<file path="config.mk">
export PLATFORM = sky130hd
export DESIGN_NAME = rr_mux_nx1
export DESIGN_NICKNAME = d
export VERILOG_FILES = /design/src/rtl/rr_mux_pkg.sv /design/src/rtl/rr_arbiter.sv /design/src/rtl/rr_mux_nx1.sv
export SDC_FILE = /design/constraint.sdc
export NUM_CORES = 1
export LEC_CHECK = 0
export ABC_AREA = 1
export BUFFER_PORTS_ARGS = -buffer_cell sky130_fd_sc_hd__buf_2
export CAP_MARGIN = 30
export CORE_MARGIN = 3
export CORE_UTILIZATION = 54
export DETAILED_ROUTE_END_ITERATION = 10
export GPL_TIMING_DRIVEN = 0
export PLACE_DENSITY = 0.88
export RECOVER_POWER = 25
export SYNTH_ARGS = -nofsm -noshare
export SYNTH_HDL_FRONTEND = slang
export SYNTH_SLANG_ARGS = --single-unit
</file>
<file path="constraint.sdc">
create_clock -name clk -period 9 [get_ports clk]
set_clock_uncertainty 0.15 [all_clocks]
set_input_delay 0.45 -clock clk [delete_from_list [all_inputs] [get_ports clk]]
set_output_delay 0.45 -clock clk [all_outputs]
set_load 0.05 [all_outputs]
</file>
<file path="src/rtl/rr_mux_pkg.sv">
// Shared types and constants for the round-robin N:1 mux.
package rr_mux_pkg;

  localparam logic MODE_AUTO   = 1'b0;
  localparam logic MODE_MANUAL = 1'b1;

  typedef enum logic {
    EMPTY = 1'b0,
    FULL  = 1'b1
  } out_state_e;

endpackage

</file>
<file path="src/rtl/rr_arbiter.sv">
// Combinational round-robin pick: first requester at or after ptr, wrapping modulo NCH.
module rr_arbiter #(
  parameter  int unsigned NCH  = 8,
  localparam int unsigned SELW = $clog2(NCH)
) (
  input  logic [NCH-1:0]  req,
  input  logic [SELW-1:0] ptr,
  output logic [SELW-1:0] gnt_idx,
  output logic            gnt_any
);

  int unsigned     idx;
  logic [SELW-1:0] idx_s;

  // Scan from the farthest offset down so the nearest requester after ptr wins last.
  always_comb begin
    gnt_idx = '0;
    gnt_any = 1'b0;
    idx     = 0;
    idx_s   = '0;
    for (int unsigned k = NCH; k > 0; k--) begin
      idx = 32'(ptr) + k - 1;
      if (idx >= NCH) idx = idx - NCH;
      idx_s = SELW'(idx);
      if (req[idx_s]) begin
        gnt_idx = idx_s;
        gnt_any = 1'b1;
      end
    end
  end

endmodule

</file>
<file path="src/rtl/rr_mux_nx1.sv">
// N:1 valid/ready mux with registered output, auto round-robin or manual channel select.
// Define RR_MUX_PARITY_EN to add the registered even-parity output y_par.
module rr_mux_nx1
  import rr_mux_pkg::*;
#(
  parameter  int unsigned NCH  = 8,
  parameter  int unsigned W    = 8,
  localparam int unsigned SELW = $clog2(NCH)
) (
  input  logic             clk,
  input  logic             rst_n,
  input  logic [NCH*W-1:0] in_data,
  input  logic [NCH-1:0]   in_valid,
  output logic [NCH-1:0]   in_ready,
  input  logic             mode,
  input  logic [SELW-1:0]  man_sel,
  output logic [W-1:0]     y,
  output logic [SELW-1:0]  y_sel,
  output logic             y_valid,
  input  logic             y_ready
`ifdef RR_MUX_PARITY_EN
  ,
  output logic             y_par
`endif
);

  localparam int unsigned NSEL = 1 << SELW;

  out_state_e      state_q, state_d;
  logic [SELW-1:0] ptr_q, ptr_d;
  logic [W-1:0]    y_q, y_d;
  logic [SELW-1:0] y_sel_q, y_sel_d;

  logic            load_c;
  logic            gnt_c;
  logic [SELW-1:0] gnt_idx_c;
  logic [W-1:0]    gnt_data_c;
  logic            arb_any;
  logic [SELW-1:0] arb_idx;
  logic [NSEL-1:0] valid_ext;
  logic            man_hit;

  rr_arbiter #(.NCH(NCH)) u_arb (
    .req     (in_valid),
    .ptr     (ptr_q),
    .gnt_idx (arb_idx),
    .gnt_any (arb_any)
  );

  // Zero-extending to a power of two makes an out-of-range man_sel see no request.
  assign valid_ext = NSEL'(in_valid);
  assign man_hit   = valid_ext[man_sel];
  assign load_c    = (state_q == EMPTY) || y_ready;

  always_comb begin
    gnt_c     = 1'b0;
    gnt_idx_c = '0;
    if (mode == MODE_MANUAL) begin
      gnt_c     = load_c & man_hit;
      gnt_idx_c = man_sel;
    end else begin
      gnt_c     = load_c & arb_any;
      gnt_idx_c = arb_idx;
    end
  end

  always_comb begin
    gnt_data_c = '0;
    for (int unsigned i = 0; i < NCH; i++) begin
      if (gnt_idx_c == SELW'(i)) gnt_data_c = in_data[i*W +: W];
    end
  end

  // Output FSM: state register
  always_ff @(posedge clk or negedge rst_n) begin
    if (!rst_n) state_q <= EMPTY;
    else        state_q <= state_d;
  end

  // Output FSM: next state
  always_comb begin
    state_d = state_q;
    case (state_q)
      EMPTY:   if (gnt_c) state_d = FULL;
      FULL:    if (y_ready && !gnt_c) state_d = EMPTY;
      default: state_d = EMPTY;
    endcase
  end

  // Output FSM: accept strobe, one-hot on the granted channel
  always_comb begin
    in_ready = '0;
    if (gnt_c) in_ready = NCH'(1) << gnt_idx_c;
  end

  always_comb begin
    y_d     = y_q;
    y_sel_d = y_sel_q;
    ptr_d   = ptr_q;
    if (gnt_c) begin
      y_d     = gnt_data_c;
      y_sel_d = gnt_idx_c;
      if (mode == MODE_AUTO)
        ptr_d = (gnt_idx_c == SELW'(NCH - 1)) ? '0 : gnt_idx_c + SELW'(1);
    end
  end

  always_ff @(posedge clk or negedge rst_n) begin
    if (!rst_n) begin
      y_q     <= '0;
      y_sel_q <= '0;
      ptr_q   <= '0;
    end else begin
      y_q     <= y_d;
      y_sel_q <= y_sel_d;
      ptr_q   <= ptr_d;
    end
  end

  assign y       = y_q;
  assign y_sel   = y_sel_q;
  assign y_valid = (state_q == FULL);

`ifdef RR_MUX_PARITY_EN
  logic y_par_q, y_par_d;

  assign y_par_d = gnt_c ? ^gnt_data_c : y_par_q;

  always_ff @(posedge clk or negedge rst_n) begin
    if (!rst_n) y_par_q <= 1'b0;
    else        y_par_q <= y_par_d;
  end

  assign y_par = y_par_q;
`endif

endmodule

</file>
---- Yosys cells after proc, flatten, opt, wreduce, memory -nomap -nowiden ----
Index checks and enable logic that the tools add are counted.
word-level totals
  flip-flop bits (word level) ............. 15
  bits in latches ......................... 0
  bits in writable memories ............... 0
  memory bits (read-only) ................. 0
  input port bits ......................... 79
  output and inout bits ................... 20
  word-level logic and storage cells ...... 120
  memories ................................ 0
operators by class
  add/subtract/negate cells ............... 25
  $mul .................................... 0
  div/mod/pow operators ................... 0
  magnitude comparators ................... 17
  equality and inequality tests ........... 7
  shift-type cells ........................ 1
  mux-type cells .......................... 57
  bitwise gates (word level) .............. 4
  reductions and logical operators ........ 5
operator list
  operator                                                                               count
  32-bit by 4-bit greater-or-equal comparator with 1-bit output (second input constant)  8
  8-bit 2-to-1 mux                                                                       9
  3-bit 2-to-1 mux                                                                       18
  3-bit by 4-bit < comparator with 1-bit output (second input constant)                  9
  4-bit by 1-bit subtractor with 5-bit output (second input constant)                    7
  1-bit binary-select mux with 3-bit select                                              9
  3-bit by 1-bit subtractor with 3-bit output (second input constant)                    8
  1-bit 2-to-1 mux                                                                       20
  3-bit by 3-bit adder with 4-bit output (second input constant)                         4
  3-bit == test (second input constant)                                                  4
  3-bit by 2-bit adder with 4-bit output (second input constant)                         2
  1-bit by 3-bit << shifter with 8-bit output (first input constant)                     1
  3-bit by 2-bit == test with 1-bit output (second input constant)                       2
  5-bit by 1-bit subtractor with 6-bit output (second input constant)                    1
  3-bit by 4-bit adder with 5-bit output (second input constant)                         1
  3-bit by 1-bit adder with 4-bit output (second input constant)                         1
  3-bit by 1-bit adder with 3-bit output (second input constant)                         1
  3-bit by 1-bit == test with 1-bit output (second input constant)                       1
  3-bit logical NOT                                                                      1
  1-bit AND                                                                              2
  1-bit NOT                                                                              2
  1-bit case mux with 2 select lines                                                     1
  2-bit AND reduction                                                                    1
  1-bit logical AND                                                                      1
  2 further kinds                                                                        2

---- Depth between registers and ports, before layout ----
Gate-level depths: netlist of the first run.
  word-level depth ........................ 24
  mapped depth ............................ 32
  mapped depth without buffers ............ 30

---- Hierarchy ----
From an unflattened synthesis of the first run, not the netlist that was laid out.
second synthesis, totals
  cells, all modules ...................... 456
  area, all modules ....................... 2593.7 sq um
modules (own cells, without submodules)
  module      instances  cells an instance  area an instance (sq um)  sequential area each (sq um)
  rr_mux_nx1  1          330                1935.6                    375.4
  rr_arbiter  1          126                658.1                     0.0

---- Worst setup path after synthesis of the first run ----
Ideal clock, no wire load.
  path type ............................... register to output
  start ................................... register ptr_q[1]
  end ..................................... output in_ready[4]
  data arrival time ....................... 3.631 ns
  data required time ...................... 8.400 ns
  path slack .............................. 4.769 ns
  stages on the path, launching flop included .. 19
  buffers on the path ..................... 3
  cells stage by stage .................... dfrtp_1 -> buf_6 -> inv_2 -> ha_1 -> inv_1 -> nand3_1 -> nand3_1 -> nand2_1 -> nor4_2 -> nor2_1 -> nand2_1 -> o21ai_0 -> or2_2 -> nand2_1 -> ha_1 -> buf_2 -> buf_1 -> nand2_2 -> nor2_1
between the ends
  longest elaborated chain between the ends .. 17
  elaborated cells on any way between the ends .. 77
  classes of those cells .................. 24 x add/sub; 8 x order compare; 1 x shift; 43 x mux; 1 x bitwise
RTL lines
  what                                                                                                                          RTL line                            source
  from (decl)                                                                                                                   rr_mux_nx1.sv:30                    logic [SELW-1:0] ptr_q, ptr_d;
  from (signal assigned)                                                                                                        rr_mux_nx1.sv:116                   ptr_q <= ptr_d;
  3-bit by 4-bit adder with 5-bit output                                                                                        rr_arbiter.sv:22                    idx = 32'(ptr) + k - 1;
  5-bit by 1-bit subtractor with 6-bit output                                                                                   rr_arbiter.sv:22
  32-bit by 4-bit greater-or-equal comparator with 1-bit output or 3-bit by 1-bit subtractor with 3-bit output (tied branches)  rr_arbiter.sv:23                    if (idx >= NCH) idx = idx - NCH;
  3-bit 2-to-1 mux                                                                                                              rr_arbiter.sv:23
  1-bit binary-select mux with 3-bit select                                                                                     rr_arbiter.sv:25                    if (req[idx_s]) begin
  1-bit 2-to-1 mux (not written as such)                                                                                        rr_arbiter.sv:25
  3-bit 2-to-1 mux or 1-bit 2-to-1 mux (tied branches) (8 in a row)                                                             rr_arbiter.sv:25
  3-bit 2-to-1 mux or 1-bit AND (tied branches)                                                                                 rr_mux_nx1.sv:58, rr_mux_nx1.sv:62
  1-bit by 3-bit << shifter with 8-bit output or 1-bit 2-to-1 mux (tied branches)                                               rr_mux_nx1.sv:93, rr_mux_nx1.sv:58
  8-bit 2-to-1 mux *                                                                                                            rr_mux_nx1.sv:93                    if (gnt_c) in_ready = NCH'(1) << gnt_idx_c;
  to (decl)                                                                                                                     rr_mux_nx1.sv:14                    output logic [NCH-1:0] in_ready,
Mark *: on every way between the ends. The rest lies on a longest branch, timed or not. The select of a mux whose other input is x is not followed.

---- Final worst setup path of the first run ----
Same ends and word-level chain as after synthesis.

==> run_results.csv, run 1 <==
group,metric,value,unit
status,status,"complete, no violations",
die,dieArea,5340,sq um
yosys,synth.distinct_cells,31,
detailed_routing,totalWireLength,7280,um
placed_design,post-dp-hpwl,6050,um
yosys,synth-compound-area-share,10.2,%
timing,finalHoldViolCount,0,
placed_design,portBuffers,98,
detailed_routing,wire_per_inst,12.1,um
critical_path,critPathTopFamily,"simple AND/OR/NAND/NOR gates",
yosys,synthFlopType,"dfrtp_1",
critical_path,slowest_stage,"dfrtp_1",
yosys,ys_seq_area_share,15.4,%
timing,slew_headroom,46.0,%
yosys,yosysWarnings,0,
yosys,synth_adder_area_share,3.60,%
critical_path,crit_buf_inv,6,
layout,final_core_util,72.8,%
yosys,synthXorXnorAreaFrac,0.669,%
critical_path,cp_cell_sequence,"buf_6 -> inv_2 -> ha_1 -> inv_1 -> nand3_1 -> nand3_1 -> nand2_1 -> nor4_2 -> nor2_1 -> nand2_1 -> o21ai_0 -> or2_2 -> nand2_1 -> ha_1 -> buf_2 -> buf_1 -> nand2_2 -> nor2_1 -> buf_2",
timing,report.final.slew_viol_count,0,
grt,grt_pass1_vias,2842,
detailed_routing,drt_iter0_drc,167,
layout,insertedDiodeCount,0,
layout,layout-drive-gt1-share,25.5,%
flow_run,maxCapViolCount,0,
timing,rsz0062_at_grt,"false",
yosys,ys_async_sr_fraction,100,%
timing,max_freq,0.208,GHz
timing,finalCritPeriodShare,53.4,%
power_and_ir_drop,power,1260,uW
placed_design,place_ws,4.53,ns
power_and_ir_drop,p_leak,0.00195,uW
clock_network,cts_tree,"yes",
die,die_y,73.1,um
critical_path,cp.required,8.40,ns
yosys,synth-seq-cells,15,
yosys,synth_area,2430,sq um
die,core.rowCount,23,
grt,grt_pass1_wl,11900,um
yosys,synth_simple_gate_area_share,52.9,%
yosys,syn_inst,447,
die,core-area,4170,sq um
power_and_ir_drop,ir_worst_vdd,0.288,mV
yosys,avgSynthCellArea,5.44,sq um
timing,worst_slack,4.19,ns
yosys,synth_top_area_cell,"nand2_1",
clock_network,cts-htree-levels,1,
layout,finalNonFillerCells,600,
timing,finalSetupTns,0,ns
yosys,synth-edff-count,0,
detailed_routing,drc,0,
timing,setup_viol,0,
critical_path,end_kind,"output pin",
detailed_routing,firstDrtPassIters,5,
critical_path,critPathMaxStageDelay,0.39,ns
yosys,synth_top_area_share,27.0,%
clock_network,numClockSinks,15,
die,start_util,58.2,%
grt,grt_max_degree,16,
critical_path,critPathLaunchType,"flop",
detailed_routing,vias,3078,
clock_network,cts.path.max_buffers,2,
placed_design,globalplace.congestion,0.955,
die,die_w,73.1,um
timing,tightest_slew,0.810,ns
yosys,synth_mux_area_share,0,%
yosys,syn_nets,533,
detailed_routing,viasPerCell,5.13,
clock_network,cts_setup_buffers,0,
yosys,synth_top_family_by_area,"simple AND/OR/NAND/NOR gates",
yosys,yosys-top-cells-area,"nand2_1 27%, dfrtp_1 15%, inv_1 9.9%",
detailed_routing,ant_nets,0,
grt,antenna_found_initial,0,
layout,syn2layout_area_growth,25.0,%
timing,finalCriticalPeriod,4.81,ns
critical_path,cpMostUsedCell,"nand2_1",
hold_path,hold_path.class,"in -> reg",
power_and_ir_drop,p_per_area,414,nW/um^2
placed_design,dp_cells,595,
clock_network,cts.clk_slew.worst_paths,0.06,ns
grt,grt-ovfl-total,0,
critical_path,crit_fanout,10,
clock_network,cts-root-buf,"clkbuf_8",
grt,grt_usage,27.4,%
clock_network,cts_buffers,3,
die,ios,99,
critical_path,path_class,"reg -> out",
clock_network,clk_latency,0.24,ns
layout,nets,637,
critical_path,critPathArrivalTime,4.21,ns
[worst paths after layout]
path,depth (start not counted),startpoint,slack [ns],to
worst max register to register,27,ptr_q[1]$_DFFE_PN0P_,4.57,y[6]$_DFFE_PN0P_
min in group asynchronous,2,rst_n,0.66,y[2]$_DFFE_PN0P_
worst min register to register,2,y[5]$_DFFE_PN0P_,0.34,y[5]$_DFFE_PN0P_
max in group asynchronous,2,rst_n,7.53,y[7]$_DFFE_PN0P_
worst min-delay path,2,y_ready,0.25,y_valid$_DFF_PN0_
worst max-delay path,19,ptr_q[1]$_DFFE_PN0P_,4.19,in_ready[4]
[routing by layer]
| layer | up-vias | GRT usage (%) | routed length (um) |
|---|---|---|---|
| met4 | 0 | 7.79 | 117 |
| met3 | 15 | 2.62 | 597 |
| met5 | - | 0 | 0 |
| li1 | 1611 | - | - |
| met2 | 137 | 46.1 | 3390 |
| met1 | 1315 | 36.9 | 3180 |
[per-stage QoR]
stage	area, sq um	hold slack [ns]
3_5_place_dp	2980	0.220
3_3_place_gp	2980	0.217
2_1_floorplan	2430	0.00441
5_1_grt	3040	0.263
4_1_cts	3040	0.246
6_report	3040	0.253
[cells in the final DEF, fill, tap and decap left out, drive strengths merged]
cell type / count
nand2: 185
buf: 114
inv: 71
nand3: 44
nor2: 33
nand4: 26
o21ai: 23
dfrtp: 15
o21a: 8
ha: 7
a21oi: 7
clkbuf: 7
o22ai: 2
o31ai: 2
xor2: 1
o211ai: 1
nor4: 1
or2: 1
clkinv: 1
dlygate4sd3: 1
[worst reg2reg max path: cells and delay by family, from the launching register on]
kind | cells | cell delay, ns
AOI/OAI and AO/OA | 1 | 0.11
adders and majority gates | 3 | 0.77
buffers and inverters | 7 | 1.09
DFF | 1 | 0.39
and+or+nand+nor | 16 | 1.81
[sequential cells by signal (all words and copies together) (netlist names)]
name / count
y: 8
ptr_q: 3
y_sel: 3
y_valid: 1
[cell type report]
cell class,count,area [sq um]
Clock buffer,4,45.0
Tap cell,50,62.6
Buffer,19,143
Inverter,72,273
Sequential cell,15,375
Fill cell,382,1140
Timing Repair Buffer,99,499
Multi-Input combinational cell,341,1640
[kinds of logic (layout without fill, tap and decap cells)]
family / count (synthesis) / after routing
compound gates: 43 / 43
xor+xnor: 1 / 1
fa+ha+maj: 7 / 7
buf+inv: 91 / 194
flops: 15 / 15
simple gates: 290 / 290
[timing repair]
item / 4_1_cts / 5_1_grt
hold buffers: 1 / 0
hold endpoints to repair: 15 / 0
endpoints found under the setup margin: 0 / 0
resized for setup: 0 / 0
[synth_stat cells, drive strengths merged, types with 7 or more instances]
cell type	instances
buf	17
nand4	26
nand2	185
a21oi	7
o21ai	23
dfrtp	15
nand3	44
o21a	8
nor2	33
inv	71
ha	7
[power breakdown]
| part | switching [uW] | internal, uW | total, uW |
|---|---|---|---|
| clock | 22.7 | 31.3 | 54.1 |
| sequential | 18.1 | 98.2 | 116 |
| combinational | 730 | 356 | 1090 |
(Power assumes the default switching activity.)
==> inputs of run 2 (changes only) <==
Settings changed: CORE_UTILIZATION 54 to 45, PLACE_DENSITY 0.88 to 0.78.
Clock period 9 ns to 4.4 ns, I/O delays scaled along.
==> run 2 against run 1 <==
Net effect:
- sequential share of layout area down 0.27 points
- die area up 18%
- wire length down 0.44%
- core utilization down 13 points
- cell area up 2.2%
- sequential power up 100%
- critical path depth up 3
- setup slack worse by 3.9 ns
- register-to-register slack worse by 4.2 ns
- first-iteration DRC count down 14%
- via count down 1.6%
- flip-flop and latch count unchanged
==> run_results.csv, run 2 (synthesis gave the netlist of run 1 again) <==
group,metric,value,unit
power_and_ir_drop,p_leak,0.00195,uW
critical_path,r2r-end,"y[4]$_DFFE_PN0P_",
layout,layout_commonest_cell,"nand2_1",
layout,most-common-layout-cells,"175 x nand2_1, 98 x buf_2, 63 x inv_1, 42 x nand3_1, 32 x nor2_1",
critical_path,r2r_cells,27,
power_and_ir_drop,power,2610,uW
layout,insertedDiodeCount,0,
placed_design,portBuffers,98,
layout,final-seq-area,375,sq um
grt,antenna_found_initial,0,
hold_path,worstHoldStart,"y_ready",
layout,syn2layout_area_growth,27.8,%
timing,slew_headroom,45.5,%
die,core.rowCount,26,
timing,finalCriticalPeriod,4.11,ns
timing,finalSetupTns,0,ns
die,start_util,47.0,%
clock_network,cts_tree,"yes",
critical_path,slowest_stage,"dfrtp_1",
detailed_routing,drc,0,
critical_path,cpMostUsedCell,"nand2_1",
detailed_routing,wire_per_inst,11.7,um
critical_path,worst-r2r-setup-slack,0.35,ns
critical_path,critPathArrivalTime,3.74,ns
detailed_routing,firstDrtPassIters,7,
clock_network,cts_buffers,3,
power_and_ir_drop,pwr-share-clk,4.2,%
power_and_ir_drop,sw_frac_of_total,60.6,%
die,core-area,5170,sq um
critical_path,cp_cell_sequence,"buf_6 -> inv_2 -> ha_4 -> inv_2 -> nand3_1 -> nand2_1 -> nor2_1 -> inv_1 -> nand2_1 -> inv_1 -> a21oi_1 -> o21ai_0 -> nand2_1 -> o21ai_0 -> or2_2 -> nand2_1 -> inv_1 -> ha_1 -> ha_1 -> clkinvlp_4 -> nor2_1 -> clkbuf_4",
critical_path,end_kind,"output pin",
detailed_routing,totalWireLength,7240,um
layout,nets,637,
hold_path,hold_path.class,"in -> reg",
detailed_routing,vias,3030,
die,ios,99,
clock_network,cts-htree-levels,1,
clock_network,clk_latency,0.25,ns
clock_network,cts-root-buf,"clkbuf_8",
timing,finalCritPeriodShare,93.4,%
critical_path,path_class,"reg -> out",
grt,grt-ovfl-total,0,
power_and_ir_drop,ir_worst_vdd,0.516,mV
timing,tightest_slew,0.817,ns
power_and_ir_drop,p_sw,1580,uW
grt,grt_max_degree,19,
detailed_routing,ant_nets,0,
detailed_routing,drt_iter0_drc,144,
status,status,"complete, no violations",
placed_design,post-dp-hpwl,5990,um
power_and_ir_drop,pwr-share-seq,9.0,%
timing,setup_viol,0,
critical_path,cp.required,4.03,ns
critical_path,critPathMaxStageDelay,0.39,ns
clock_network,cts.clk_slew.worst_paths,0.06,ns
power_and_ir_drop,power_frac_comb,86.8,%
clock_network,numClockSinks,15,
grt,grt_usage,22.9,%
critical_path,critPathLaunchType,"flop",
layout,num-fill-cells,524,
power_and_ir_drop,p_per_area,841,nW/um^2
timing,rsz0062_at_grt,"false",
flow_run,maxCapViolCount,0,
die,die_y,79.5,um
placed_design,globalplace.congestion,0.896,
timing,finalHoldViolCount,0,
critical_path,cp-startpoint,"ptr_q[1]$_DFFE_PN0P_",
layout,layout-drive-gt1-share,26.4,%
timing,report.final.slew_viol_count,0,
layout,multi_input_comb_area,1660,sq um
timing,max_freq,0.243,GHz
power_and_ir_drop,intPower,1030,uW
layout,largest_reg_flops,8,
die,dieArea,6320,sq um
detailed_routing,viasPerCell,4.89,
clock_network,cts.path.max_buffers,2,
placed_design,placed_cell_area,3010,sq um
die,die_w,79.5,um
grt,grt_pass1_vias,2763,
layout,stdcell_area,3100,sq um
critical_path,critPathCapture,"in_ready[3]",
critical_path,crit_fanout,10,
grt,grt_pass1_wl,11900,um
critical_path,rr_startpoint,"ptr_q[1]$_DFFE_PN0P_",
==> run 2: cell types whose count changed in the layout (fill, tap and decap cells not counted), sizes merged <==
cell,change
buf,-5
clkbuf,+4
clkinvlp,+2
clkinv,-1
==> run 2: cell type report <==
| type | instances | area share [%] |
|---|---|---|
| buffer | 17 | 4.59 |
| clock buffer | 4 | 1.45 |
| inverter | 72 | 8.91 |
| multi-input combinational | 341 | 53.5 |
| sequential | 15 | 12.1 |
| tap | 70 | 2.82 |
| timing repair buffer | 100 | 16.5 |
| timing repair inverter | 1 | 0.161 |
==> run 2: per-stage QoR <==
step           hold WS, ns  std cells  util (%)  setup slack, ns
5_1_grt             0.0501        620      60.0           0.0368
3_3_place_gp       -0.0152        615      58.2           0.0819
3_5_place_dp      -0.00623        615      58.2           0.0686
2_1_floorplan       -0.226        447         -            0.399
6_report            0.0160        620      60.0            0.290
4_1_cts             0.0112        618      59.1           0.0309
==> run 2: how the worst min path moves through the flow <==
stage	cells past startpoint	slack, ns	end
after detailed placement	1	-0.006	y[4]$_DFFE_PN0P_
after floorplan	0	-0.23	ptr_q[0]$_DFFE_PN0P_
after global routing	2	0.05	y_valid$_DFF_PN0_
after global placement	1	-0.02	y[6]$_DFFE_PN0P_
final	2	0.02	y_valid$_DFF_PN0_
after CTS	2	0.01	y_valid$_DFF_PN0_
==> run 2: metal layers <==
metal	vias up	track usage (%)	share of wire, %
li1	1616	-	-
met1	1302	30.8	46
met2	103	38.1	46
met3	9	2.26	6.0
met4	0	7.56	1.8
met5	-	0	0
==> run 2: worst max-delay path, delay by kind of cell, from the launching register on <==
family / cells / cell delay (ns)
and+or+nand+nor: 8 / 0.82
adders and majority gates: 3 / 0.69
AOI/OAI and AO/OA: 3 / 0.48
buffers and inverters: 8 / 1.11
DFF: 1 / 0.39
==> run 2: repair_timing <==
item                       in CTS  in global routing
setup endpoints to repair       3                 16
gates resized for setup         0                 10
hold buffers                    1                  0
cloned                          0                  1
hold endpoints to repair       15                  0
buffers inserted                0                  1
==> run 2: power groups by stage <==
stage | Sequential, uW | Combinational (uW) | Clock, uW
floorplan | 399 | 1570 | 0
global placement | 234 | 2150 | 0
detailed placement | 235 | 2180 | 0
CTS | 234 | 2180 | 116
global route | 243 | 2580 | 120
finish | 234 | 2270 | 111
